==> config.mk <==
export PLATFORM = sky130hd
export DESIGN_NAME = mac_out_fifo_flat
export DESIGN_NICKNAME = d
export VERILOG_FILES = /design/src/rtl/mac_pkg.sv /design/src/rtl/mac_out_fifo_if.sv /design/src/rtl/sync_fifo.sv /design/src/rtl/mac_out_fifo.sv /design/src/flat_wrapper.sv
export SDC_FILE = /design/constraint.sdc
export NUM_CORES = 1
export LEC_CHECK = 0
export BUFFER_PORTS_ARGS = -buffer_cell sky130_fd_sc_hd__buf_4
export CORE_ASPECT_RATIO = 0.8
export CORE_MARGIN = 3
export CORE_UTILIZATION = 64
export CTS_CLUSTER_SIZE = 14
export DETAILED_ROUTE_END_ITERATION = 7
export PLACE_DENSITY = 0.85
export SKIP_CTS_REPAIR_TIMING = 1
export SLEW_MARGIN = 20
export SYNTH_ARGS = -nofsm -noshare
export SYNTH_HDL_FRONTEND = slang
export SYNTH_SLANG_ARGS = --single-unit
==> constraint.sdc <==
create_clock -name clk -period 5.5 [get_ports clk]
set_input_delay 1.1 -clock clk [delete_from_list [all_inputs] [get_ports clk]]
set_output_delay 1.1 -clock clk [all_outputs]
set_load 0.1 [all_outputs]
==> src/rtl/mac_pkg.sv <==
// Types shared by the squared-accumulate MAC and its output stage.
package mac_pkg;

  localparam int ACC_W = 20;

  typedef logic [ACC_W-1:0] acc_t;

  typedef struct packed {
    logic ovf;
    acc_t f;
  } mac_entry_t;

endpackage

==> src/rtl/mac_out_fifo_if.sv <==
// Sample capture and consumer handshake between the MAC, the output FIFO and its consumer.
interface mac_out_fifo_if #(
  parameter int WIDTH = 20
);

  logic             valid_in;
  logic [WIDTH-1:0] f_in;
  logic             ready_in;
  logic             valid_out;
  logic [WIDTH-1:0] f_out;
  logic             ovf_out;

  modport master (
    output valid_in, f_in, ready_in,
    input  valid_out, f_out, ovf_out
  );

  modport slave (
    input  valid_in, f_in, ready_in,
    output valid_out, f_out, ovf_out
  );

endinterface

==> src/rtl/sync_fifo.sv <==
// Single-clock FIFO: storage, wrap-bit pointers, occupancy and push/pop arbitration.
module sync_fifo #(
  parameter int DW    = 21,
  parameter int DEPTH = 4
) (
  input  logic                   clk,
  input  logic                   reset,
  input  logic                   push_req,
  input  logic                   pop_req,
  input  logic [DW-1:0]          wr_data,
  output logic [DW-1:0]          rd_data,
  output logic                   push_ok,
  output logic                   pop_ok,
  output logic [$clog2(DEPTH):0] count,
  output logic                   full,
  output logic                   empty
);

  localparam int AW = $clog2(DEPTH);

  logic [AW:0]   wr_ptr;
  logic [AW:0]   rd_ptr;
  logic [DW-1:0] mem [DEPTH];

  // Pointers carry one extra wrap bit so full and empty are distinguishable.
  assign count   = wr_ptr - rd_ptr;
  assign empty   = (wr_ptr == rd_ptr);
  assign full    = (count == (AW+1)'(DEPTH));
  assign pop_ok  = pop_req && !empty;
  assign push_ok = push_req && (!full || pop_ok);
  assign rd_data = mem[rd_ptr[AW-1:0]];

  // Storage and pointer update; storage is cleared so the head is never X.
  always_ff @(posedge clk or negedge reset) begin
    if (!reset) begin
      wr_ptr <= '0;
      rd_ptr <= '0;
      for (int unsigned i = 0; i < DEPTH; i++) begin
        mem[i] <= '0;
      end
    end else begin
      if (push_ok) begin
        mem[wr_ptr[AW-1:0]] <= wr_data;
        wr_ptr              <= wr_ptr + 1'b1;
      end
      if (pop_ok) begin
        rd_ptr <= rd_ptr + 1'b1;
      end
    end
  end

endmodule

==> src/rtl/mac_out_fifo.sv <==
// MAC output stage: sticky wrap tagging, buffering and saturating drop counting.
module mac_out_fifo
  import mac_pkg::*;
#(
  parameter int WIDTH = 20,
  parameter int DEPTH = 4,
  parameter int CNT_W = 8
) (
  input  logic                   clk,
  input  logic                   reset,
  mac_out_fifo_if.slave          bus,
  input  logic                   clear,
  output logic [$clog2(DEPTH):0] count,
  output logic                   full,
  output logic [CNT_W-1:0]       drop_cnt
);

  localparam int DW = $bits(mac_entry_t);

  acc_t       last_f;
  logic       ovf_sticky;
  acc_t       last_base;
  logic       sticky_base;
  logic       wrap;
  logic       tag;
  mac_entry_t wr_entry;
  mac_entry_t rd_entry;
  logic       push_ok;
  logic       pop_ok;
  logic       empty;
  logic       drop;

  // A coincident clear restarts tracking before this sample is compared.
  always_comb begin
    last_base      = clear ? '0 : last_f;
    sticky_base    = clear ? 1'b0 : ovf_sticky;
    wrap           = (bus.f_in < last_base);
    tag            = sticky_base | wrap;
    wr_entry.ovf   = tag;
    wr_entry.f     = bus.f_in;
  end

  assign drop = bus.valid_in && !push_ok;

  sync_fifo #(
    .DW    (DW),
    .DEPTH (DEPTH)
  ) u_fifo (
    .clk      (clk),
    .reset    (reset),
    .push_req (bus.valid_in),
    .pop_req  (bus.ready_in),
    .wr_data  (wr_entry),
    .rd_data  (rd_entry),
    .push_ok  (push_ok),
    .pop_ok   (pop_ok),
    .count    (count),
    .full     (full),
    .empty    (empty)
  );

  assign bus.valid_out = !empty;
  assign bus.f_out     = rd_entry.f;
  assign bus.ovf_out   = rd_entry.ovf;

  // Overflow tracker follows every sample, accepted or dropped.
  always_ff @(posedge clk or negedge reset) begin
    if (!reset) begin
      last_f     <= '0;
      ovf_sticky <= 1'b0;
    end else if (bus.valid_in) begin
      last_f     <= bus.f_in;
      ovf_sticky <= tag;
    end else if (clear) begin
      last_f     <= '0;
      ovf_sticky <= 1'b0;
    end
  end

  // Saturating drop counter; clear takes priority over a same-cycle drop.
  always_ff @(posedge clk or negedge reset) begin
    if (!reset) begin
      drop_cnt <= '0;
    end else if (clear) begin
      drop_cnt <= '0;
    end else if (drop && (drop_cnt != '1)) begin
      drop_cnt <= drop_cnt + 1'b1;
    end
  end

endmodule
==> src/flat_wrapper.sv <==
// flat-port wrapper written by rule: the top's interface ports become plain ports
module mac_out_fifo_flat import mac_pkg::*;
#(
  parameter int WIDTH = 20,
  parameter int DEPTH = 4,
  parameter int CNT_W = 8
)
  (clk, reset, clear, count, full, drop_cnt, bus_valid_in, bus_f_in, bus_ready_in, bus_valid_out, bus_f_out, bus_ovf_out);
  mac_out_fifo_if #(.WIDTH(WIDTH)) bus_i ();
  input  logic clk;
  input  logic reset;
  input  logic clear;
  output logic [$clog2(DEPTH):0] count;
  output logic full;
  output logic [CNT_W-1:0] drop_cnt;
  input wire logic [$bits(bus_i.valid_in)-1:0] bus_valid_in;
  input wire logic [$bits(bus_i.f_in)-1:0] bus_f_in;
  input wire logic [$bits(bus_i.ready_in)-1:0] bus_ready_in;
  output wire logic [$bits(bus_i.valid_out)-1:0] bus_valid_out;
  output wire logic [$bits(bus_i.f_out)-1:0] bus_f_out;
  output wire logic [$bits(bus_i.ovf_out)-1:0] bus_ovf_out;
  assign bus_i.valid_in = bus_valid_in;
  assign bus_i.f_in = bus_f_in;
  assign bus_i.ready_in = bus_ready_in;
  assign bus_valid_out = bus_i.valid_out;
  assign bus_f_out = bus_i.f_out;
  assign bus_ovf_out = bus_i.ovf_out;
  mac_out_fifo #(.WIDTH(WIDTH), .DEPTH(DEPTH), .CNT_W(CNT_W)) u_core (.clk(clk), .reset(reset), .bus(bus_i), .clear(clear), .count(count), .full(full), .drop_cnt(drop_cnt));
endmodule
==> results.py, run 1 <==
metrics = {
    "global_route": {
        "overflow": 0,
        "grt_pass1_vias": 4085,
        "grt_max_degree": 68,
        "antenna_found_initial": 0,
        "grt_pass1_wl_um": 21000,
        "grt_util_all_layers": 0.262,
    },
    "logic_synthesis": {
        "yosysSeqAreaShare": 0.507,
        "syn_nets": 491,
        "synth_ff_type": "dfrtp_1",
        "synth-edff-count": 0,
        "syn_inst": 438,
        "syn_area_um2": 5880,
        "async_reset_ff_frac": 1.00,
        "synth_seq_cells": 119,
        "synth_cell_type_count": 39,
        "yosysTopAreaCell": "dfrtp_1",
        "yosys_warnings": 0,
        "synth.top_cell.area_share": 0.507,
        "avgSynthCellArea_um2": 13.4,
        "synth_area_leaders": "dfrtp_1 51%, mux2_1 16%, mux4_2 8.0%",
    },
    "detailed_routing": {
        "dr_total_vias": 3788,
        "top_layer": "met4",
        "firstDrtPassIters": 4,
        "routed-wl-met3_um": 665,
        "wl_met2_um": 6190,
        "wl_per_cell_um": 19.9,
        "m1WireLength_um": 5310,
        "ant_nets": 0,
        "viasPerCell": 6.07,
        "drtIter0Drc": 168,
        "routed_wl_um": 12400,
        "drcViolationCount": 0,
    },
    "cells_and_area": {
        "drive_gt1_frac": 0.248,
        "instances_no_fill": 624,
        "diodes": 0,
        "synthToLayoutAreaGrowth_pct": 18.3,
        "finalNetCount": 552,
        "final.fill_count": 492,
    },
    "flow_run": {
        "drv_cap": 0,
    },
    "die": {
        "core_area_um2": 8710,
        "initial_core_util": 0.675,
        "dieArea_um2": 10400,
        "pin_count": 59,
        "die_height_um": 91.7,
        "rows": 30,
        "die_w_um": 113,
    },
    "worst_setup_path": {
        "crit_chain": "buf_4, ha_1, fa_1, xor3_2, nand3_4, inv_4, buf_4",
        "ff2ff_setup_slack_ns": 2.40,
        "cp-start-kind": "flop",
        "crit_top_cell": "buf_4",
        "cp_max_fo": 24,
        "crit_arrival_ns": 2.56,
        "slowest_stage": "fa_1",
        "crit_start": "u_core.u_fifo.rd_ptr[0]",
        "worstSetupEndpointType": "primary output",
        "critPathKind": "reg -> out",
        "endpoint": "full",
        "rr_endpoint": "u_core.u_fifo.mem[0]",
        "r2r_cells": 8,
        "r2r-start": "u_core.u_fifo.rd_ptr[0]",
        "required_ns": 4.40,
        "critical_path.max_stage_delay_ns": 0.37,
    },
    "timing": {
        "slew_violations": 0,
        "worst_pin_slew_ns": 0.932,
        "finalCritPeriodShare": 0.665,
        "setup_viol": 0,
        "fin_setup_tns_ns": 0,
        "rsz0062_at_grt": "no",
        "fmax_ghz": 0.273,
        "finalHoldViolCount": 0,
        "max_slew_margin": 0.377,
        "period_needed_ns": 3.66,
        "holdWs_ns": 0.477,
        "skew_ns": 0.0115,
    },
    "worst_hold_path": {
        "hold_start": "u_core.u_fifo.mem[10]",
        "hold_path_depth": 1,
        "hold_path.class": "reg -> reg",
    },
    "clock_tree": {
        "clkLatencyLatePin_ns": 0.41,
        "htree_levels": 4,
        "numCtsBuffers": 17,
        "cts_sinks": 119,
        "cts_root_buffer": "clkbuf_16",
        "cts_tree": "yes",
        "cts_buffer_depth": 2,
        "path_clk_slew_ns": 0.06,
    },
    "place": {
        "dp_cells": 592,
        "gp_congestion": 0.819,
        "dpl.hpwl_um": 7710,
        "portBuffers": 58,
    },
    "status": {
        "status": "finished clean",
    },
}
==> registers in the layout, summed over array words and instances, names as in the netlist <==
name                  cells
u_core.u_fifo.wr_ptr      3
u_core.u_fifo.rd_ptr      3
u_core.last_f            20
u_core.u_fifo.mem        84
u_core.ovf_sticky         1
u_core.drop_cnt           8
==> worst max-delay path, delay by kind of cell, from the launching register on <==
kind | cells | cell delay, ns
xor gates and xnor gates | 1 | 0.26
adders and majority gates | 2 | 0.63
buffers and inverters | 3 | 0.74
DFF | 1 | 0.36
and+or+nand+nor | 1 | 0.15
==> stage by stage <==
step | cell area [um2] | worst slack, ns | utilization
2_1_floorplan | 5880 | 2.26 | -
4_1_cts | 6950 | 1.63 | 0.798
3_5_place_dp | 6360 | 2.06 | 0.730
5_1_grt | 6950 | 1.72 | 0.798
6_report | 6950 | 1.84 | 0.798
3_3_place_gp | 6360 | 2.11 | 0.730
==> kinds of logic (layout without fill, tap and decap cells) <==
kind of cell / after synthesis / count (layout) / synth area share
mux: 108 / 108 / 0.246
compound gates: 49 / 49 / 0.0513
buf+inv: 32 / 106 / 0.0302
xor+xnor: 11 / 11 / 0.0192
flops: 119 / 119 / 0.507
simple gates: 91 / 91 / 0.0854
fa+ha+maj: 28 / 28 / 0.0609
==> worst min-delay path by stage <==
stage / to / slack, ns
2_1_floorplan: u_core.u_fifo.mem[21] / 0.45
3_3_place_gp: u_core.u_fifo.mem[18] / 0.46
3_5_place_dp: u_core.u_fifo.mem[82] / 0.47
4_1_cts: u_core.u_fifo.mem[10] / 0.48
5_1_grt: u_core.u_fifo.mem[21] / 0.50
6_report: u_core.u_fifo.mem[10] / 0.48
==> layout make-up <==
cell class | instances | area, um2 | area share
Clock buffer | 19 | 433 | 0.0623
Multi-Input combinational cell | 287 | 2730 | 0.393
Sequential cell | 119 | 2980 | 0.429
Clock inverter | 13 | 156 | 0.0225
Inverter | 12 | 47.5 | 0.00684
Tap cell | 112 | 140 | 0.0202
Timing Repair Buffer | 62 | 465 | 0.0670
==> cells in the final DEF (no fill, tap or decap), types with 7 or more instances in the layout <==
cell         n
dfrtp_1    118
mux2_1      82
buf_4       62
nand2_1     34
o21ai_0     27
ha_1        27
nand2b_1    21
mux4_2      21
clkbuf_16   17
inv_1       11
nor2_1      11
xnor2_1      9
a21oi_1      7
==> cell usage after synthesis (5+ instances only) <==
master	count
dfrtp_1	119
mux2_1	82
nand2_1	34
ha_1	27
o21ai_0	27
mux4_2	21
nand2b_1	21
inv_1	11
nor2_1	11
xnor2_1	9
clkbuf_1	8
a21oi_1	7
buf_6	6
mux2i_1	5
nand4_1	5
o21ai_1	5
==> per-layer routing <==
| metal | GRT usage | up-vias |
|---|---|---|
| li1 | - | 1704 |
| met1 | 0.344 | 1943 |
| met2 | 0.427 | 116 |
| met3 | 0.0633 | 25 |
| met4 | 0.0971 | 0 |
| met5 | 0 | - |
Power of run 1 is not shown: default switching activity piles up to over one toggle a cycle in this logic, so the estimate is an artifact.
==> run 2: changes to the inputs <==
- ABC_AREA: default -> 1
- CORE_UTILIZATION: 64 -> 54
- PLACE_DENSITY: 0.85 -> 0.77
- clock period: 5.5 -> 3.25 ns (I/O delays scaled with it)
==> results.py, run 2 <==
metrics = {
    "status": {
        "status": "finished clean",
    },
    "worst_setup_path": {
        "crit_arrival_ns": 2.25,
        "crit_top_cell": "inv_1",
        "slowest_stage": "fa_1",
        "required_ns": 2.60,
        "ff2ff_setup_slack_ns": 0.71,
        "worstSetupEndpointType": "primary output",
        "cp_max_fo": 4,
        "critical_path.max_stage_delay_ns": 0.46,
        "crit_chain": "inv_1, ha_1, fa_1, xnor2_4, nand2_1, inv_1, buf_4",
        "cp-start-kind": "flop",
        "critPathKind": "reg -> out",
    },
    "clock_tree": {
        "cts_sinks": 119,
        "path_clk_slew_ns": 0.06,
        "cts_tree": "yes",
        "cts_root_buffer": "clkbuf_16",
        "cts_buffer_depth": 2,
        "numCtsBuffers": 17,
        "htree_levels": 4,
        "clkLatencyLatePin_ns": 0.41,
    },
    "global_route": {
        "grt_util_all_layers": 0.244,
        "overflow": 0,
        "antenna_found_initial": 0,
        "grt_max_degree": 73,
        "grt_pass1_vias": 4976,
        "grt_pass1_wl_um": 24700,
    },
    "timing": {
        "rsz0062_at_grt": "no",
        "max_slew_margin": 0.562,
        "finalCritPeriodShare": 0.891,
        "finalHoldViolCount": 0,
        "period_needed_ns": 2.90,
        "slew_violations": 0,
        "setup_viol": 0,
        "skew_ns": 0.00762,
        "fin_setup_tns_ns": 0,
        "worst_pin_slew_ns": 0.657,
        "fmax_ghz": 0.345,
    },
    "logic_synthesis": {
        "syn_area_um2": 6100,
        "yosysMostFrequentCell": "nand2_1",
        "syn_inst": 684,
        "synth_common_cells": "162 x nand2_1, 119 x dfrtp_1, 64 x o21ai_0, 55 x nor2_1, 52 x o21ai_1",
        "yosys_warnings": 0,
        "synth-edff-count": 0,
        "avgSynthCellArea_um2": 8.92,
        "syn_nets": 737,
        "synth_seq_cells": 119,
        "async_reset_ff_frac": 1.00,
        "yosysSeqAreaShare": 0.488,
        "synth_cell_type_count": 31,
        "yosysTopAreaCell": "dfrtp_1",
        "synth.top_cell.area_share": 0.488,
        "synth_ff_type": "dfrtp_1",
        "synth_area_leaders": "dfrtp_1 49%, nand2_1 10%, ha_1 5.5%",
    },
    "flow_run": {
        "drv_cap": 0,
    },
    "cells_and_area": {
        "finalNetCount": 787,
        "final_common_cell": "nand2_1",
        "drive_gt1_frac": 0.217,
        "final_cell_mix": "162 x nand2_1, 119 x dfrtp_1, 65 x buf_4",
        "regMostFlops": "u_core.u_fifo.mem",
        "diodes": 0,
        "final.fill_count": 821,
        "largest_reg_flops": 84,
        "synthToLayoutAreaGrowth_pct": 18.0,
        "reg_top3": "u_core.u_fifo.mem (84), u_core.last_f (20), u_core.drop_cnt (8)",
    },
    "die": {
        "core_area_um2": 10900,
        "rows": 34,
        "die_height_um": 101,
        "pin_count": 59,
        "die_w_um": 125,
        "initial_core_util": 0.558,
        "dieArea_um2": 12600,
    },
    "place": {
        "portBuffers": 58,
        "dpl.hpwl_um": 9350,
        "gp_congestion": 0.855,
    },
    "detailed_routing": {
        "viasPerCell": 5.64,
        "firstDrtPassIters": 5,
        "drtIter0Drc": 545,
        "wl_per_cell_um": 16.6,
        "routed_wl_um": 14800,
        "dr_total_vias": 5022,
        "ant_nets": 0,
        "drcViolationCount": 0,
    },
    "worst_hold_path": {
        "hold_path.class": "in -> async",
    },
}
-- run 2: changes by cell type after synthesis, sizes merged, moves of 35 or more --
| cell | before | now |
|---|---|---|
| mux2 | 82 | 0 |
| nor2 | 11 | 55 |
| nand2 | 34 | 186 |
| inv | 12 | 47 |
| o21ai | 32 | 145 |
-- run 2: cell families (layout without fill, tap and decap cells) --
group                      after synthesis  count (layout)  share of synthesized area
adders and majority gates               28              28                     0.0587
xor gates and xnor gates                10              10                     0.0174
and+or+nand+nor                        267             267                      0.195
AOI/OAI and AO/OA                      176             176                      0.167
buffers and inverters                   84             147                     0.0738
DFF                                    119             119                      0.488
-- run 2: critical path, delay by kind of cell (launching register included) --
family | cells | cell delay [ns]
fa+ha+maj | 2 | 0.69
buf+inv | 3 | 0.44
flops | 1 | 0.39
xor+xnor | 1 | 0.23
simple gates | 1 | 0.07
-- run 2: metrics by stage --
stage,worst slack (ns),utilization,hold WS (ns),instances,cell area (um2)
6_report,0.354,0.658,0.259,891,7200
4_1_cts,0.337,0.658,0.278,891,7200
5_1_grt,0.246,0.658,0.293,891,7200
3_5_place_dp,0.697,0.599,0.472,859,6550
3_3_place_gp,0.797,0.599,0.462,859,6550
2_1_floorplan,0.103,-,0.354,684,6100
-- run 2: per-layer routing --
metal,vias up,track usage,share of wire
met1,2449,0.340,0.45
met2,182,0.386,0.48
met3,23,0.0493,0.061
met4,0,0.0858,0.012
met5,-,0,0
li1,2368,-,-
-- run 2: path summary, 6_finish.rpt --
kind	startpoint	to	cells past startpoint
worst max-delay path	u_core.u_fifo.wr_ptr[0]	full	7
worst min-delay path	reset	u_core.u_fifo.mem[2]	1
worst max register to register	u_core.u_fifo.wr_ptr[0]	u_core.u_fifo.mem[43]	8
worst min register to register	u_core.u_fifo.mem[42]	u_core.u_fifo.mem[42]	2
max in group asynchronous	reset	u_core.u_fifo.mem[56]	2
min in group clk	u_core.u_fifo.mem[42]	u_core.u_fifo.mem[42]	2
-- run 2: final cells by class --
cell class	count	area, um2	share of cell area
Clock buffer	21	470	0.0654
Clock inverter	11	171	0.0238
Inverter	47	176	0.0245
Multi-Input combinational cell	481	2670	0.371
Sequential cell	119	2980	0.414
Tap cell	144	180	0.0250
Timing Repair Buffer	68	548	0.0762
Power of run 2 is left out for the same reason.
==> run 3: changes to the inputs <==
- CTS_CLUSTER_SIZE: 14 -> 20
- clock period: 3.25 -> 2.4 ns (I/O delays scaled with it)
==> results.py, run 3 (synthesis results as in run 2) <==
metrics = {
    "global_route": {
        "grt_util_all_layers": 0.240,
        "antenna_found_initial": 0,
        "grt_pass1_wl_um": 24200,
        "grt_max_degree": 52,
        "grt_pass1_vias": 4988,
        "overflow": 0,
    },
    "timing": {
        "worst_pin_slew_ns": 0.720,
        "skew_ns": 0.0128,
        "max_slew_margin": 0.520,
        "period_needed_ns": 2.48,
        "finalCritPeriodShare": 1.03,
        "fmax_ghz": 0.403,
        "setup_viol": 2,
        "rsz0062_at_grt": "yes",
        "finalHoldViolCount": 0,
        "finalWorstSetupSlack_ns": -0.0799,
        "slew_violations": 0,
    },
    "cells_and_area": {
        "final.fill_count": 757,
        "largest_reg_flops": 84,
        "final-seq-area_um2": 2980,
        "synthToLayoutAreaGrowth_pct": 27.5,
        "diodes": 0,
        "final_cell_mix": "159 x nand2_1, 117 x dfrtp_1, 60 x o21ai_0",
        "reg_top3": "u_core.u_fifo.mem (84), u_core.last_f (20), u_core.drop_cnt (8)",
        "fin_area_um2": 7780,
        "regMostFlops": "u_core.u_fifo.mem",
        "final_common_cell": "nand2_1",
        "drive_gt1_frac": 0.278,
        "instances_no_fill": 902,
        "multi_input_area_um2": 2870,
        "finalNetCount": 798,
    },
    "worst_setup_path": {
        "crit_arrival_ns": 2.00,
        "cp_top_family": "adder cells",
        "critPathKind": "reg -> out",
        "cp-start-kind": "flop",
        "worstSetupEndpointType": "primary output",
        "required_ns": 1.92,
        "ff2ff_setup_slack_ns": 0.10,
        "crit_top_cell": "nand2_2",
        "slowest_stage": "fa_2",
        "cp_max_fo": 3,
        "critical_path.max_stage_delay_ns": 0.54,
        "crit_chain": "inv_4, ha_4, fa_2, nand2_2, inv_2, nand2_2, clkinvlp_4, buf_12",
        "path_buf_inv": 4,
    },
    "clock_tree": {
        "cts_buffer_depth": 2,
        "numCtsBuffers": 17,
        "cts_sinks": 119,
        "path_clk_slew_ns": 0.05,
        "htree_levels": 4,
        "cts_root_buffer": "clkbuf_16",
        "clkLatencyLatePin_ns": 0.41,
        "cts_tree": "yes",
    },
    "detailed_routing": {
        "routed-wl-met3_um": 795,
        "drcViolationCount": 0,
        "ant_nets": 0,
        "drtIter0Drc": 426,
        "m1WireLength_um": 6770,
        "top_layer": "met4",
        "routed_wl_um": 14500,
        "wl_per_cell_um": 16.1,
        "dr_total_vias": 5003,
        "wl_met2_um": 6870,
        "firstDrtPassIters": 6,
        "viasPerCell": 5.55,
    },
    "place": {
        "placed_cell_area_um2": 6900,
        "gp_congestion": 0.843,
        "portBuffers": 58,
        "dpl.hpwl_um": 9590,
        "dp_cells": 866,
    },
    "die": {
        "die_w_um": 125,
        "core_area_um2": 10900,
        "rows": 34,
        "initial_core_util": 0.558,
        "dieArea_um2": 12600,
        "pin_count": 59,
        "die_height_um": 101,
    },
    "status": {
        "status": "complete, but fails checks",
        "violations": "negative setup slack",
    },
    "worst_hold_path": {
        "hold_path.class": "in -> async",
    },
    "flow_run": {
        "drv_cap": 0,
    },
}
-- run 3: worst reg2reg max path, delay by kind of cell, from the launching register on --
kind / cells / cell delay (ns)
buf+inv: 4 / 0.53
simple gates: 4 / 0.60
fa+ha+maj: 2 / 0.57
compound gates: 1 / 0.05
flops: 1 / 0.44
-- run 3: metrics by stage --
stage                     hold slack [ns]  setup slack (ns)  setup TNS (ns)   util
after CTS                           0.150            -0.361           -5.81  0.685
after detailed placement            0.460             0.123               0  0.631
after global placement              0.452             0.159               0  0.631
final                               0.125           -0.0799          -0.111  0.711
after floorplan                     0.184            -0.329           -5.59      -
after global routing                0.173            -0.153          -0.780  0.711
-- run 3: worst paths after layout --
path / endpoint / cells past startpoint / start
worst min-delay path: u_core.u_fifo.mem[23] / 1 / reset
min in group clk: u_core.last_f[8] / 3 / bus_f_in[8]
max in group asynchronous: u_core.u_fifo.rd_ptr[0] / 2 / reset
worst min register to register: u_core.u_fifo.mem[41] / 2 / u_core.u_fifo.mem[41]
worst max register to register: u_core.u_fifo.mem[56] / 11 / u_core.u_fifo.wr_ptr[0]
worst max-delay path: full / 8 / u_core.u_fifo.wr_ptr[0]
-- run 3: final cells by class --
cell class / count / share of cell area
sequential: 119 / 0.383
multi-input combinational: 481 / 0.370
timing repair buffer: 79 / 0.124
clock buffer: 23 / 0.0602
inverter: 47 / 0.0241
tap: 144 / 0.0232
clock inverter: 9 / 0.0159
-- run 3: per-layer routing --
metal,global-route usage,up-vias
met5,0,-
li1,-,2379
met1,0.333,2453
met4,0.0592,0
met2,0.389,164
met3,0.0551,7
Power of run 3 is left out for the same reason.
